==> config.mk <==
export PLATFORM = sky130hd
export DESIGN_NAME = booth_mult_seq
export DESIGN_NICKNAME = d
export VERILOG_FILES = /design/src/rtl/booth_pkg.sv /design/src/rtl/booth_step.sv /design/src/rtl/booth_mult_seq.sv
export SDC_FILE = /design/constraint.sdc
export NUM_CORES = 1
export LEC_CHECK = 0
export CORE_AREA = 2 2 78 80
export DETAILED_ROUTE_END_ITERATION = 16
export DIE_AREA = 0 0 80 82
export PLACE_DENSITY = 0.7
export SETUP_SLACK_MARGIN = 0.5
export SYNTH_ARGS = -nofsm -noshare
export SYNTH_HDL_FRONTEND = slang
export SYNTH_HIERARCHICAL = 1
export SYNTH_SLANG_ARGS = --single-unit
==> constraint.sdc <==
create_clock -name clk -period 2.79 [get_ports clk]
set_input_delay 0.837 -clock clk [delete_from_list [all_inputs] [get_ports clk]]
set_output_delay 0.837 -clock clk [all_outputs]
set_load 0.01 [all_outputs]
==> src/rtl/booth_pkg.sv <==
// rtl/booth_pkg.sv - shared types and Booth decode for the sequential Booth multiplier
//
// Contents:
//   booth_state_t : controller states IDLE/RUN/DONE (2-bit, value 3 unused)
//   booth_op_t    : per-step action NOP/ADD/SUB
//   booth_decode  : maps the {Q[0], Q-1} bit pair to the step action
package booth_pkg;

    typedef enum logic [1:0] {
        IDLE = 2'd0,
        RUN  = 2'd1,
        DONE = 2'd2
    } booth_state_t;

    typedef enum logic [1:0] {
        NOP = 2'd0,
        ADD = 2'd1,
        SUB = 2'd2
    } booth_op_t;

    // 01: end of a run of ones -> add M; 10: start of a run of ones -> subtract M.
    function automatic booth_op_t booth_decode(input logic q0, input logic qm1);
        booth_op_t op;
        case ({q0, qm1})
            2'b01:   op = ADD;
            2'b10:   op = SUB;
            default: op = NOP;
        endcase
        return op;
    endfunction

endpackage

==> src/rtl/booth_step.sv <==
// rtl/booth_step.sv - one combinational radix-2 Booth iteration
//
// Parameters: NI - operand width seen by the iteration (ACC is NI+1 bits)
// Ports:
//   acc      in  NI+1  partial accumulator
//   q        in  NI    multiplier / low product bits
//   qm1      in  1     bit shifted out of q on the previous step
//   m        in  NI    multiplicand (two's complement)
//   acc_next out NI+1  accumulator after add/sub and arithmetic shift
//   q_next   out NI    q after shift
//   qm1_next out 1     new Q-1 (old q[0])
module booth_step
    import booth_pkg::*;
#(
    parameter int NI = 8
) (
    input  logic [NI:0]   acc,
    input  logic [NI-1:0] q,
    input  logic          qm1,
    input  logic [NI-1:0] m,
    output logic [NI:0]   acc_next,
    output logic [NI-1:0] q_next,
    output logic          qm1_next
);

    logic [NI:0] m_ext;
    logic [NI:0] sum;

    // One guard bit on ACC keeps ACC - (most negative M) representable.
    assign m_ext = {m[NI-1], m};

    always_comb begin
        sum = acc;
        case (booth_decode(q[0], qm1))
            ADD:     sum = acc + m_ext;
            SUB:     sum = acc - m_ext;
            default: sum = acc;
        endcase
    end

    // Arithmetic right shift of the concatenation {sum, q, qm1}.
    assign acc_next = {sum[NI], sum[NI:1]};
    assign q_next   = {sum[0], q[NI-1:1]};
    assign qm1_next = q[0];

endmodule

==> src/rtl/booth_mult_seq.sv <==
// rtl/booth_mult_seq.sv - sequential radix-2 Booth multiplier with valid/ready on both sides
//
// Optional feature macro: BOOTH_UNSIGNED_EN (adds is_signed, runs WIDTH+1 steps)
// Parameters: WIDTH - operand width (>= 2); product is 2*WIDTH bits
// Ports:
//   clk       in  1        rising-edge clock
//   rst       in  1        asynchronous active-high reset
//   in_valid  in  1        operands valid
//   in_ready  out 1        idle, operands can be accepted
//   A         in  WIDTH    multiplicand
//   B         in  WIDTH    multiplier
//   is_signed in  1        (BOOTH_UNSIGNED_EN only) 1 = signed, 0 = unsigned operands
//   out_valid out 1        Y holds a finished product
//   out_ready in  1        consumer accepts Y
//   Y         out 2*WIDTH  registered product
//   state     out 2        current FSM state (debug)
module booth_mult_seq
    import booth_pkg::*;
#(
    parameter int WIDTH = 8
) (
    input  logic               clk,
    input  logic               rst,
    input  logic               in_valid,
    output logic               in_ready,
    input  logic [WIDTH-1:0]   A,
    input  logic [WIDTH-1:0]   B,
`ifdef BOOTH_UNSIGNED_EN
    input  logic               is_signed,
`endif
    output logic               out_valid,
    input  logic               out_ready,
    output logic [2*WIDTH-1:0] Y,
    output logic [1:0]         state
);

`ifdef BOOTH_UNSIGNED_EN
    localparam int NI = WIDTH + 1;
`else
    localparam int NI = WIDTH;
`endif
    localparam int CW = $clog2(NI + 1);
    localparam logic [CW-1:0] CNT_INIT = CW'(NI);

    localparam logic [1:0] S_IDLE = IDLE;
    localparam logic [1:0] S_RUN  = RUN;
    localparam logic [1:0] S_DONE = DONE;

    logic [1:0]         state_q;
    logic [NI-1:0]      m_q;
    logic [NI-1:0]      q_q;
    logic [NI:0]        acc_q;
    logic               qm1_q;
    logic [CW-1:0]      cnt_q;
    logic [2*WIDTH-1:0] y_q;

    logic [NI-1:0]      a_ext;
    logic [NI-1:0]      b_ext;
    logic [NI:0]        acc_nx;
    logic [NI-1:0]      q_nx;
    logic               qm1_nx;
    logic [2*NI:0]      prod_full;
    logic               unused_prod_hi;

`ifdef BOOTH_UNSIGNED_EN
    // The extra top bit turns unsigned operands into non-negative signed ones.
    assign a_ext = {is_signed & A[WIDTH-1], A};
    assign b_ext = {is_signed & B[WIDTH-1], B};
`else
    assign a_ext = A;
    assign b_ext = B;
`endif

    booth_step #(
        .NI(NI)
    ) u_step (
        .acc      (acc_q),
        .q        (q_q),
        .qm1      (qm1_q),
        .m        (m_q),
        .acc_next (acc_nx),
        .q_next   (q_nx),
        .qm1_next (qm1_nx)
    );

    // Upper bits are pure sign extension for legal operands; only the low 2*WIDTH are kept.
    assign prod_full      = {acc_nx, q_nx};
    assign unused_prod_hi = ^prod_full[2*NI:2*WIDTH];

    always_ff @(posedge clk or posedge rst) begin
        if (rst) begin
            state_q <= S_IDLE;
            m_q     <= '0;
            q_q     <= '0;
            acc_q   <= '0;
            qm1_q   <= 1'b0;
            cnt_q   <= '0;
            y_q     <= '0;
        end else begin
            case (state_q)
                S_IDLE: begin
                    if (in_valid) begin
                        m_q     <= a_ext;
                        q_q     <= b_ext;
                        acc_q   <= '0;
                        qm1_q   <= 1'b0;
                        cnt_q   <= CNT_INIT;
                        state_q <= S_RUN;
                    end
                end
                S_RUN: begin
                    acc_q <= acc_nx;
                    q_q   <= q_nx;
                    qm1_q <= qm1_nx;
                    cnt_q <= cnt_q - CW'(1);
                    // Last step: capture the product straight from the step output.
                    if (cnt_q == CW'(1)) begin
                        y_q     <= prod_full[2*WIDTH-1:0];
                        state_q <= S_DONE;
                    end
                end
                S_DONE: begin
                    if (out_ready) begin
                        state_q <= S_IDLE;
                    end
                end
                default: state_q <= S_IDLE;
            endcase
        end
    end

    assign in_ready  = (state_q == S_IDLE);
    assign out_valid = (state_q == S_DONE);
    assign Y         = y_q;
    assign state     = state_q;

endmodule
==> qor.txt, run 1 <==
Layout area overhead: 31.1%
port buffer count: 39
total number of H-tree levels: 2
Worst Setup SP: m_q[1]
initial antenna violation count: 0
FF-to-FF Start: m_q[1]
wire length per cell: 14.8 microns
setup_tns: 0 ns
Site Rows: 28
fmax: 373 MHz
unrepaired setup endpoints after global routing: yes
Hold Crit Start: cnt_q[3]
vias in the first global route: 2,002
met1 usage: 23.7%
drt initial violations: 113
Critical Path RT: 2.98 ns
CP max FO: 3
detailed-router iteration count before antenna repair: 4
NumNets Final: 343
largest net degree at the start of global routing: 49
core area: 0.00575 sq mm
Synth Cell Area: 0.00271 sq mm
crit path buf inv count: 1
grt met2 use: 31.0%
Setup Skew: 0.00612 ns
Worst Hold Path Cells: 1
headroom to the max-slew limit: 58.8%
final WL: 5700 microns
DRC errors left: 0
worst hold path class: flip-flop to flip-flop
Reg-to-Reg End: Y[15]
Die Y: 82 microns
Syn Inst Count: 262
Startpoint Class: flip-flop
gr ovfl total: 0
outcome: complete, no violations
post-layout min period: 2.68 ns
antenna-violating nets left: 0
TritonCTS Buffers: 5
CTS sink cnt: 48
R2R cell count: 12
CTS Root Cell: clkbuf_8
ANT cells: 0
CP max stage cell: dfrtp_1
Worst setup EP type: flip-flop
Slew Viols, Final: 0
final setup fails: 0
clock-pin slew on the worst setup and hold paths: 0.10 ns
layout cell share with drive strength beyond 1: 30.2%
critical path class: flip-flop to flip-flop
warnings from Yosys: 6
GR Util All Layers: 18.4%
first-pass GRT wire length: 9420 microns
die width: 80 microns
sequential-to-total area share from yosys stat: 44.4%
syn nets: 295
GR Util met3: 3.74%
Syn Area/Cell: 10.3 sq um
final-report hold violation count: 0
DP HPWL: 3790 microns
vias: 2,042
Initial Utilization: 47.1%
clk_lat worst skew: 0.30 ns
Slowest Stage Delay on Critical Path: 0.41 ns
FF-to-FF setup slack: 0.11 ns
total I/O pin count: 40
Bufs on Longest Clock Path: 2
Vias/cell: 5.29
CTS tree: built
count of cell types in the netlist: 45
slew of the pin with the lowest slew margin: 0.617 ns
WP data arrival: 2.87 ns
critical path cell sequence: inv_2 -> ha_4 -> nor3b_4 -> a21oi_1 -> xnor2_1 -> ha_1 -> or2_2 -> a21oi_2 -> o21a_1 -> nor3_2 -> xor2_1 -> mux2_4
Min-Delay Endpoint: cnt_q[3]
period utilization: 96.0%
Synth Register Bits: 48
most used routing layer in global routing: met2
maxcap violations: 0
RePlAce Congestion: 0.838
delay-heaviest family, CP: simple AND/OR/NAND/NOR gates
full die area: 0.00656 sq mm
-- layout by cell type (no fill, tap or decap), types with 5 or more instances in the layout --
cell	count
clkbuf_8	5
mux2_4	11
xnor2_1	6
a22oi_1	8
clkdlybuf4s50_1	38
o21ai_0	11
nor2_1	8
mux2_2	14
ha_1	9
inv_2	5
dfrtp_1	45
nand2_1	44
inv_1	8
buf_4	18
-- through the flow --
step	setup slack (ns)	area, sq um	hold slack [ns]	utilization [%]	cells
finish	0.112	3550	0.503	61.7	386
global route	0.00944	3550	0.531	61.7	386
CTS	0.126	3420	0.511	59.5	378
detailed placement	0.0353	3170	0.489	55.2	363
floorplan	0.261	2750	0.447	-	262
global placement	0.0681	3170	0.487	55.2	363
-- routing by layer --
metal / routed length, microns / up-vias
li1: - / 996
met1: 2510 / 1009
met2: 2980 / 31
met3: 157 / 6
met4: 58 / 0
met5: 0 / -
-- Yosys cell counts (all sizes together) --
library cell	n	area [sq um]
nand2b	3	26.3
a211oi	2	27.5
o22ai	1	6.26
and2b	1	7.51
nand2	45	176
xnor2	8	70.1
nand3b	2	15.0
nor4	2	12.5
nor3	9	55.1
a22oi	8	60.1
and2	1	6.26
or3b	1	8.76
or2	1	6.26
a31oi	1	6.26
inv	13	48.8
o21ai	16	80.1
dfrtp	48	1200
mux2	25	315
a21oi	6	30.0
o211ai	2	15.0
buf	13	96.3
nor2	10	37.5
mux2i	3	30.0
o21a	2	15.0
o31a	1	10.0
clkbuf	6	22.5
nand3	2	10.0
o311ai	1	8.76
o41ai	1	8.76
nor3b	5	42.5
o31ai	1	7.51
or3	2	12.5
xor2	3	26.3
o2111a	1	11.3
ha	12	150
fa	1	20.0
o21bai	3	22.5
-- layout make-up --
type / count / area (sq um)
multi-input cells: 182 / 1500
clock inverters: 3 / 68.8
repair buffers: 60 / 567
flip-flops and latches: 48 / 1200
inverters: 13 / 48.8
fillers: 478 / 2200
well taps: 75 / 93.8
clock buffers: 5 / 68.8
-- flip-flops by register name, indices dropped and copies added (netlist names) --
| register | cells |
|---|---|
| Y | 16 |
| acc_q | 9 |
| cnt_q | 4 |
| m_q | 8 |
| q_q | 8 |
| qm1_q | 1 |
| state | 2 |
-- worst max path at each step --
stage	cells past startpoint	endpoint	slack, ns
floorplan	12	Y[15]	0.26
global placement	12	Y[15]	0.07
detailed placement	12	Y[15]	0.04
CTS	11	Y[15]	0.13
global route	12	Y[15]	0.009
finish	12	Y[15]	0.11
-- what timing repair did --
action / 4_1_cts / 5_1_grt
buffers inserted: 7 / 8
gates cloned: 0 / 0
gates resized for setup: 18 / 15
hold buffers: 0 / 0
pin swaps: 17 / 25
endpoints found under the setup margin: 15 / 13
-- cells by family (layout without fill, tap and decap cells) --
logic type	Yosys count	in the layout	synth area share [%]
xor+xnor	11	11	3.56
simple gates	84	84	15.4
compound gates	46	46	11.4
flops	48	48	44.4
buf+inv	32	81	6.20
mux	28	28	12.8
fa+ha+maj	13	13	6.29
-- worst register-to-register path: cells and delay by family, from the launching register on --
family,cells,cell delay [ns]
adder cells (fa/ha/maj),2,0.44
buffers and inverters,1,0.08
AO/OA/AOI/OAI,3,0.48
XOR/XNOR,2,0.33
AND/OR/NAND/NOR,3,0.58
multiplexers,1,0.28
flip-flops,1,0.41
Power of run 1 is not shown: default switching activity piles up to over one toggle a cycle in this logic, so the estimate is an artifact.
==> inputs of run 2 (changes only) <==
--- a/config.mk
+++ b/config.mk
@@ -5,10 +5,12 @@
 export SDC_FILE = /design/constraint.sdc
 export NUM_CORES = 1
 export LEC_CHECK = 0
+export CAP_MARGIN = 25
 export CORE_AREA = 2 2 78 80
+export CTS_BUF_LIST = sky130_fd_sc_hd__clkbuf_16
 export DETAILED_ROUTE_END_ITERATION = 16
 export DIE_AREA = 0 0 80 82
-export PLACE_DENSITY = 0.7
+export PLACE_DENSITY_LB_ADDON = 0.2
 export SETUP_SLACK_MARGIN = 0.5
 export SYNTH_ARGS = -nofsm -noshare
 export SYNTH_HDL_FRONTEND = slang
==> qor.txt, run 2 (same netlist as run 1, synthesis figures left out) <==
outcome: complete, no violations
slew of the pin with the lowest slew margin: 0.640 ns (+0.0226 ns)
Critical Path RT: 2.97 ns (about the same)
period utilization: 97.0% (+1.0 points)
NumNets Final: 346 (+0.87%)
Slew Viols, Final: 0 (unchanged)
max reg flops: 16 (unchanged)
CTS sink cnt: 48 (unchanged)
total number of H-tree levels: 2 (unchanged)
layout cell share with drive strength beyond 1: 30.6% (+0.35 points)
metal2 WL: 3240 microns (+8.6%)
total I/O pin count: 40 (unchanged)
Reg-to-Reg End: Y[14]
Worst Hold Path Cells: 1 (unchanged)
top layer in use: met4
Layout area overhead: 34.2%
port buffer count: 39 (unchanged)
antenna-violating nets left: 0 (unchanged)
final setup fails: 0 (unchanged)
first-pass GRT wire length: 9920 microns (+5.4%)
post-layout min period: 2.71 ns (+0.0286 ns)
area of the multi-input gates: 0.00150 sq mm (+0.59%)
Setup Skew: 0.00236 ns (-0.00376 ns)
clk_lat worst skew: 0.29 ns (about the same)
RePlAce Congestion: 0.797 (-4.9%)
CTS Root Cell: clkbuf_16
CP max FO: 4 (+1)
Bufs on Longest Clock Path: 2 (unchanged)
DP HPWL: 3710 microns (-2.0%)
WL met1: 2760 microns (+9.9%)
unrepaired setup endpoints after global routing: yes
initial antenna violation count: 0 (unchanged)
Startpoint Class: flip-flop
vias in the first global route: 2,037 (+1.7%)
TritonCTS Buffers: 5 (unchanged)
GR Util All Layers: 19.8% (+1.4 points)
fin area: 0.00363 sq mm (+2.4%)
worst hold path class: flip-flop to flip-flop
wire length per cell: 16.0 microns (+8.6%)
metal3 WL: 178 microns (+13%)
gr ovfl total: 0 (unchanged)
final-report hold violation count: 0 (unchanged)
CTS tree: built
most common cell after layout, fill and taps aside: dfrtp_1
Worst setup EP type: flip-flop
maxcap violations: 0 (unchanged)
fmax: 369 MHz (-1.1%)
vias: 2,079 (+1.8%)
FF-to-FF Start: m_q[1]
Hold Crit Start: cnt_q[3]
final WL: 6240 microns (+9.4%)
Die Y: 82 microns (unchanged)
core area: 0.00575 sq mm (unchanged)
Min-Delay Endpoint: cnt_q[3]
die width: 80 microns (unchanged)
Fillers: 472 (-1.3%)
commonest cells after routing, fill and taps aside: dfrtp_1 (45), nand2_1 (44), clkdlybuf4s50_1 (38), buf_4 (22), mux2_2 (16)
drt initial violations: 144 (+27%)
Site Rows: 28 (unchanged)
full die area: 0.00656 sq mm (unchanged)
Area after DPL: 0.00316 sq mm (-0.39%)
headroom to the max-slew limit: 57.3% (-1.5 points)
FF-to-FF setup slack: 0.08 ns (-0.03 ns)
R2R cell count: 12 (unchanged)
ANT cells: 0 (unchanged)
clock-pin slew on the worst setup and hold paths: 0.07 ns (-0.03 ns)
Storage cell area: 0.00120 sq mm (unchanged)
largest net degree at the start of global routing: 49 (unchanged)
Initial Utilization: 47.1% (unchanged)
WP data arrival: 2.88 ns (about the same)
detailed-router iteration count before antenna repair: 4 (unchanged)
critical path class: flip-flop to flip-flop
DRC errors left: 0 (unchanged)
Vias/cell: 5.34 (+1.0%)
-- run 2: cell types whose count changed in the layout (fill, tap and decap cells not counted), moves of 2 or more --
cell / previous run / this run
buf_4: 18 / 22
o21ai_1: 4 / 6
mux2_2: 14 / 16
mux2_4: 11 / 9
o21ai_0: 11 / 8
clkbuf_16: 0 / 5
clkbuf_8: 5 / 0
xnor2_2: 2 / 0
-- run 2: layer usage --
layer	vias to the layer above	global-route usage [%]
li1	998	-
met1	1037	25.4
met2	37	34.3
met3	7	3.96
met4	0	5.08
met5	-	0
-- run 2: how the worst max path moves through the flow --
| stage | from | endpoint | slack [ns] | cells after the start |
|---|---|---|---|---|
| floorplan | m_q[0] | Y[15] | 0.26 | 12 |
| global placement | m_q[1] | Y[15] | 0.10 | 12 |
| detailed placement | m_q[1] | Y[15] | 0.07 | 12 |
| CTS | m_q[1] | Y[15] | 0.21 | 12 |
| global route | m_q[1] | Y[14] | -0.01 | 12 |
| finish | m_q[1] | Y[14] | 0.08 | 12 |
-- run 2: final cells by class --
type,count,share of cell area [%]
inverters,13,1.34
repair buffers,63,16.1
multi-input cells,182,41.4
well taps,75,2.58
clock inverters,3,1.90
clock buffers,5,3.45
flip-flops and latches,48,33.2
-- run 2: timing repair --
| item | CTS | global route |
|---|---|---|
| setup buffers | 13 | 5 |
| setup endpoints to repair | 15 | 13 |
| resized for setup | 20 | 14 |
| hold buffers | 0 | 0 |
| endpoints found under the hold margin | 0 | 0 |
| pin swaps | 16 | 13 |
-- run 2: worst max-delay path, cell delays in order (launching register included) --
cell and delay (ns):
dfrtp_2 0.44, inv_2 0.08, ha_4 0.12, nor3b_4 0.23, nor2_1 0.08, xnor2_1 0.14, ha_1 0.36, buf_4 0.16
buf_6 0.12, nor3_1 0.32, or3_1 0.17, o211ai_1 0.11, mux2_2 0.28
-- run 2: metrics by stage --
step	worst slack [ns]	TNS, ns	utilization, %	cells	hold WS, ns
after floorplan	0.261	0	-	262	0.447
after global placement	0.101	0	55.0	363	0.487
after detailed placement	0.0681	0	55.0	363	0.495
after CTS	0.215	0	61.6	384	0.505
after global routing	-0.0141	-0.0141	63.2	389	0.520
final	0.0834	0	63.2	389	0.501
Power of run 2 is left out for the same reason.
